### src/rtl/time_keeper.sv
`timescale 1ns/1ps
`default_nettype none
// ============================================================================
// Module   : time_keeper
// Purpose  : MM:SS BCD clock with a one-second prescaler, run/stop/set FSM
//            and push-button editing of the seconds or minutes field.
// Revision : 1.0 - initial release
// ============================================================================
module time_keeper #(
    parameter int TICK_DIV = 50000000
) (
    input  logic       clk,
    input  logic       reset,
    input  logic       run,
    input  logic       set_mode,
    input  logic       inc,
    input  logic       sel,
    output logic [3:0] current0,
    output logic [3:0] current1,
    output logic [3:0] current2,
    output logic [3:0] current3,
    output logic       tick,
    output logic       rollover,
    output logic [1:0] state
);

    typedef enum logic [1:0] {
        STOP = 2'b00,
        RUN  = 2'b01,
        SET  = 2'b10
    } state_t;

    localparam logic [25:0] PRESC_LAST = 26'(TICK_DIV - 1);

    state_t      state_q;
    state_t      state_d;
    logic        count_en;
    logic        edit_en;
    logic        sec_due;
    logic [25:0] prescaler;
    logic [8:0]  sec_inc;
    logic [8:0]  min_inc;
    logic [3:0]  d0_n, d1_n, d2_n, d3_n;

    // Increment a 00..59 BCD pair; bit 8 flags the 59 -> 00 wrap.
    function automatic logic [8:0] bcd60_inc(input logic [3:0] tens, input logic [3:0] ones);
        logic [8:0] r;
        if (ones == 4'd9) begin
            if (tens == 4'd5) r = {1'b1, 4'd0, 4'd0};
            else              r = {1'b0, tens + 4'd1, 4'd0};
        end else begin
            r = {1'b0, tens, ones + 4'd1};
        end
        return r;
    endfunction

    // State register.
    always_ff @(posedge clk or negedge reset) begin
        if (!reset) state_q <= STOP;
        else        state_q <= state_d;
    end

    // Next-state decode plus the counting / editing qualifiers.
    // Counting needs RUN both now and next, so leaving RUN halts at once and
    // the first RUN cycle starts the prescaler from zero. Editing follows the
    // next state so an inc coinciding with the set_mode rise is honoured.
    always_comb begin
        state_d  = STOP;
        count_en = 1'b0;
        edit_en  = 1'b0;
        if (set_mode)  state_d = SET;
        else if (run)  state_d = RUN;
        count_en = (state_q == RUN) && (state_d == RUN);
        edit_en  = (state_d == SET) && inc;
    end

    assign state   = state_q;
    assign sec_due = count_en && (prescaler == PRESC_LAST);
    assign sec_inc = bcd60_inc(current1, current0);
    assign min_inc = bcd60_inc(current3, current2);

    // Next digit values: a tick carries seconds into minutes, edits do not.
    always_comb begin
        d0_n = current0;
        d1_n = current1;
        d2_n = current2;
        d3_n = current3;
        if (sec_due) begin
            d1_n = sec_inc[7:4];
            d0_n = sec_inc[3:0];
            if (sec_inc[8]) begin
                d3_n = min_inc[7:4];
                d2_n = min_inc[3:0];
            end
        end else if (edit_en) begin
            if (!sel) begin
                d1_n = sec_inc[7:4];
                d0_n = sec_inc[3:0];
            end else begin
                d3_n = min_inc[7:4];
                d2_n = min_inc[3:0];
            end
        end
    end

    // Prescaler: free-runs only while counting, otherwise held at zero.
    always_ff @(posedge clk or negedge reset) begin
        if (!reset)                        prescaler <= '0;
        else if (!count_en || sec_due)     prescaler <= '0;
        else                               prescaler <= prescaler + 26'd1;
    end

    // Digit registers and the one-cycle tick / rollover strobes.
    always_ff @(posedge clk or negedge reset) begin
        if (!reset) begin
            current0 <= 4'd0;
            current1 <= 4'd0;
            current2 <= 4'd0;
            current3 <= 4'd0;
            tick     <= 1'b0;
            rollover <= 1'b0;
        end else begin
            current0 <= d0_n;
            current1 <= d1_n;
            current2 <= d2_n;
            current3 <= d3_n;
            tick     <= sec_due;
            rollover <= sec_due && sec_inc[8] && min_inc[8];
        end
    end

endmodule
`default_nettype wire

### config.mk
export PLATFORM = sky130hd
export DESIGN_NAME = time_keeper
export DESIGN_NICKNAME = d
export VERILOG_FILES = /design/src/rtl/time_keeper.sv
export SDC_FILE = /design/constraint.sdc
export NUM_CORES = 1
export LEC_CHECK = 0
export ABC_AREA = 1
export CAP_MARGIN = 25
export CORE_ASPECT_RATIO = 1.75
export CORE_UTILIZATION = 40
export CTS_BUF_LIST = sky130_fd_sc_hd__clkbuf_8 sky130_fd_sc_hd__clkbuf_16
export CTS_CLUSTER_SIZE = 12
export DETAILED_ROUTE_END_ITERATION = 10
export PLACE_DENSITY = 0.65
export SETUP_SLACK_MARGIN = 0.3
export SLEW_MARGIN = 10
export SYNTH_ARGS = -nofsm -noshare
export SYNTH_HDL_FRONTEND = slang
export SYNTH_SLANG_ARGS = --single-unit
### constraint.sdc
create_clock -name clk -period 1.6 [get_ports clk]
set_input_delay 0.32 -clock clk [delete_from_list [all_inputs] [get_ports clk]]
set_output_delay 0.32 -clock clk [all_outputs]
set_load 0.01 [all_outputs]
==> results.md <==
- Top cell type's share of synthesized area: between 40 and 50%
- Syn nets: 355
- Routed WL: 7540 um
- Max-cap violations: 0
- Nets: 452
- Violated checks: setup timing
- Critical path type: reg2reg
- PortBufs: 25
- Leakage dissipation: 1.75 nW
- Latest clock arrival within the worst-skew pair: 320 ps
- Final worst slack: -55.1 ps
- Hpwl dp: roughly 5200 um
- Vias in the first global route: 2714
- Worst setup EP type: flop
- Int Power: 0.00225 W
- Yosys warnings: 0
- Async SR Flop Fraction: 100%
- Post-DRT Antenna Nets: 0
- Final hold slack: 503 ps
- Relative slew slack: 78.5%
- TritonCTS Sinks: 46
- Yosys reg bits: 46
- Largest net degree at the start of global routing: 47
- Main flop type after synthesis: dfrtp_1
- Initial Util: 42.1%
- Period utilization: 103%
- CORE AREA: 6280 um^2
- RD Place Congestion: 0.924
- First-pass GRT wire length: 12200 um
- Post-DP Area: 3270 um^2
- Run status: finished, violations left
- F_max: 604 MHz
- P&R area growth vs syn: 42.3%
- Worst Path Required: roughly 1800 ps
- Filler instances: 574
- Yosys cell types: 33
- Share of cells above drive strength 1: about 30%
- Num CTS Buffers: 5
- CTS tree: done
- Worst vdd ir: 1.08 mV
- I/O Pins: 26
- Vias: 2696
- Cell Area, Synth: 2640 um^2
- Clock tree buffer depth: 2
- Gate Count Post-Synth: 348
- Clk pin slew, worst setup/hold paths: 100 ps
- CP Max Fanout: 5
- Synth area leader: dfrtp_1
- RSZ-0062 raised after global routing: yes
- Clock skew: roughly 16 ps
- Reg power frac: around two fifths
- Most numerous cell in the Yosys netlist: nand2_1
- Worst-Margin Slew: 322 ps
- DRC Markers: 0
- Register area share after synthesis: 43.6%
- Max-slew violation count: 0
- Footprint of the multi-input gates: 1410 um^2
- Clock power share: approximately 28%
- Drt first pass iters: 4
- Root Driver: clkbuf_8
- Total grt overflow: 0
- Worst hold path class: in2async
- Setup Viol. Count Final: 36
- FP Rows: 38
- Via density: roughly 5.1
- Avg WL per Cell: 14.3 um
- Crit path time final: 1660 ps
- Startpoint type of the worst setup path: flop
- Sw Share: 30.7%
- # diodes: 0
- Net switching power: 0.000997 W
- Post-Route Utilization: 59.9%
- Power Total: 0.00325 W
- Post-route cell area: 3760 um^2
- Die extent in y: about 110 um
- FF/Latch Area: 1150 um^2
- Combinational share of power: a little under a third
- Number of synthesized flops with an enable pin: 0
- H-tree levels: 2
- Synthesized area per cell: 7.59 um^2
- Pwr/cell area: about 860 nW/um^2
- Top cells by area, synth: dfrtp_1 (44%), nand2_1 (12%), nor2_1 (8.0%)
- Die ar.: 6950 um^2
- WP data arrival: 1850 ps
- Synth cell count leaders: nand2_1 (81), nor2_1 (56), dfrtp_1 (46), inv_1 (43), nand3_1 (28)
- 1st-iter DRT viols: 101
- Final Hold Fails: 0
- Die W: about 63 um
- Initial antenna violation count: 0
- All-Layer GR Usage: 23.2%
## worst paths after layout
| kind | start | to | slack, ps | cells after the start |
|---|---|---|---|---|
| hold reg to reg | current1[3] | current1[3] | 540 | 2 |
| max in group asynchronous | reset | prescaler[12] | 860 | 3 |
| setup reg to reg | prescaler[0] | current3[1] | -60 | 10 |
| setup / recovery | prescaler[0] | current3[1] | -60 | 10 |
| min in group clk | current1[3] | current1[3] | 540 | 2 |
| hold / removal | reset | prescaler[17] | 500 | 3 |
## flip-flops by register name, indices dropped and copies added, names as in the netlist
signal and count:
prescaler 26, current0 4, current1 4, current2 4
current3 4, state 2, rollover 1, tick 1
## power groups by stage
stage	clock network [W]	registers, W	logic, W
2_1_floorplan	0	0.00147	0.000291
3_3_place_gp	0	0.00141	0.000771
3_5_place_dp	0	0.00142	0.000779
4_1_cts	0.000909	0.00135	0.000948
5_1_grt	0.000961	0.00136	0.00111
6_report	0.000896	0.00135	0.00100
## layout make-up
| class | count | share of cell area (%) |
|---|---|---|
| sequential | 46 | 30.7 |
| inverter | 45 | 4.56 |
| multi-input combinational | 255 | 37.6 |
| clock inverter | 3 | 1.16 |
| clock buffer | 5 | 1.83 |
| tap | 80 | 2.66 |
| timing repair buffer | 92 | 21.5 |
## kinds of logic after synthesis
family / after synthesis / share of synthesized area, %
buffers and inverters: 47 / 7.10
and+or+nand+nor: 219 / 38.6
xor gates and xnor gates: 16 / 5.30
DFF: 46 / 43.6
adders and majority gates: 1 / 0.473
AOI/OAI and AO/OA: 19 / 4.97
## through the flow
| step | setup WS, ps | setup TNS, ps | cells |
|---|---|---|---|
| 6_report | -55.1 | -969 | 526 |
| 5_1_grt | -153 | -5490 | 526 |
| 4_1_cts | -29.2 | -153 | 519 |
| 3_5_place_dp | -195 | -4320 | 487 |
| 3_3_place_gp | -152 | -2870 | 487 |
| 2_1_floorplan | 22.1 | 0 | 348 |
## worst max-delay path: stages (launching register included)
cell and delay (ps):
dfrtp_1 400, ha_4 170, nand2_4 60, nor2_4 120, nand2_2 80, nor2_4 120, nand3_4 130, a21oi_4 230
nand2_4 90, nand2_2 80, nand2_1 50
## metal layers
metal | track usage [%] | vias to the layer above | routed length [um]
met2 | 44.2 | 79 | 4190
met5 | 0 | - | 0
met4 | 16.9 | 0 | 488
met3 | 3.11 | 41 | 223
li1 | - | 1304 | -
met1 | 22.3 | 1272 | 2630
## cell usage in the layout (no fill, tap or decap), types with 2 or more instances in the layout
master,synthesis,layout
a21oi_1,6,6
buf_12,0,2
buf_2,0,4
buf_4,1,56
buf_6,1,11
clkbuf_16,0,2
clkbuf_2,0,3
clkbuf_8,0,5
clkdlybuf4s15_1,0,7
clkdlybuf4s50_1,0,4
dfrtp_1,46,43
dfrtp_2,0,3
dlygate4sd2_1,0,2
inv_1,43,41
inv_2,2,3
nand2_1,81,74
nand2_2,6,10
nand2_4,4,7
nand3_1,28,26
nand3_2,0,2
nand3b_1,2,2
nand4_1,9,9
nor2_1,56,50
nor2_2,1,5
nor2_4,2,4
nor3_1,22,19
nor3_2,0,3
nor4_1,3,2
o21ai_0,5,5
o21ai_2,2,2
xnor2_1,5,5
xor2_1,11,11
## timing repair
item                                   in CTS  in global routing
hold buffers                                1                  0
gates cloned                                0                  3
setup endpoints to repair                  64                 55
pin swaps                                   3                  6
buffers inserted                           23                  4
endpoints found under the hold margin      35                  0
gates resized for setup                    80                 19
No activity file was read; power rests on OpenSTA's default activity.
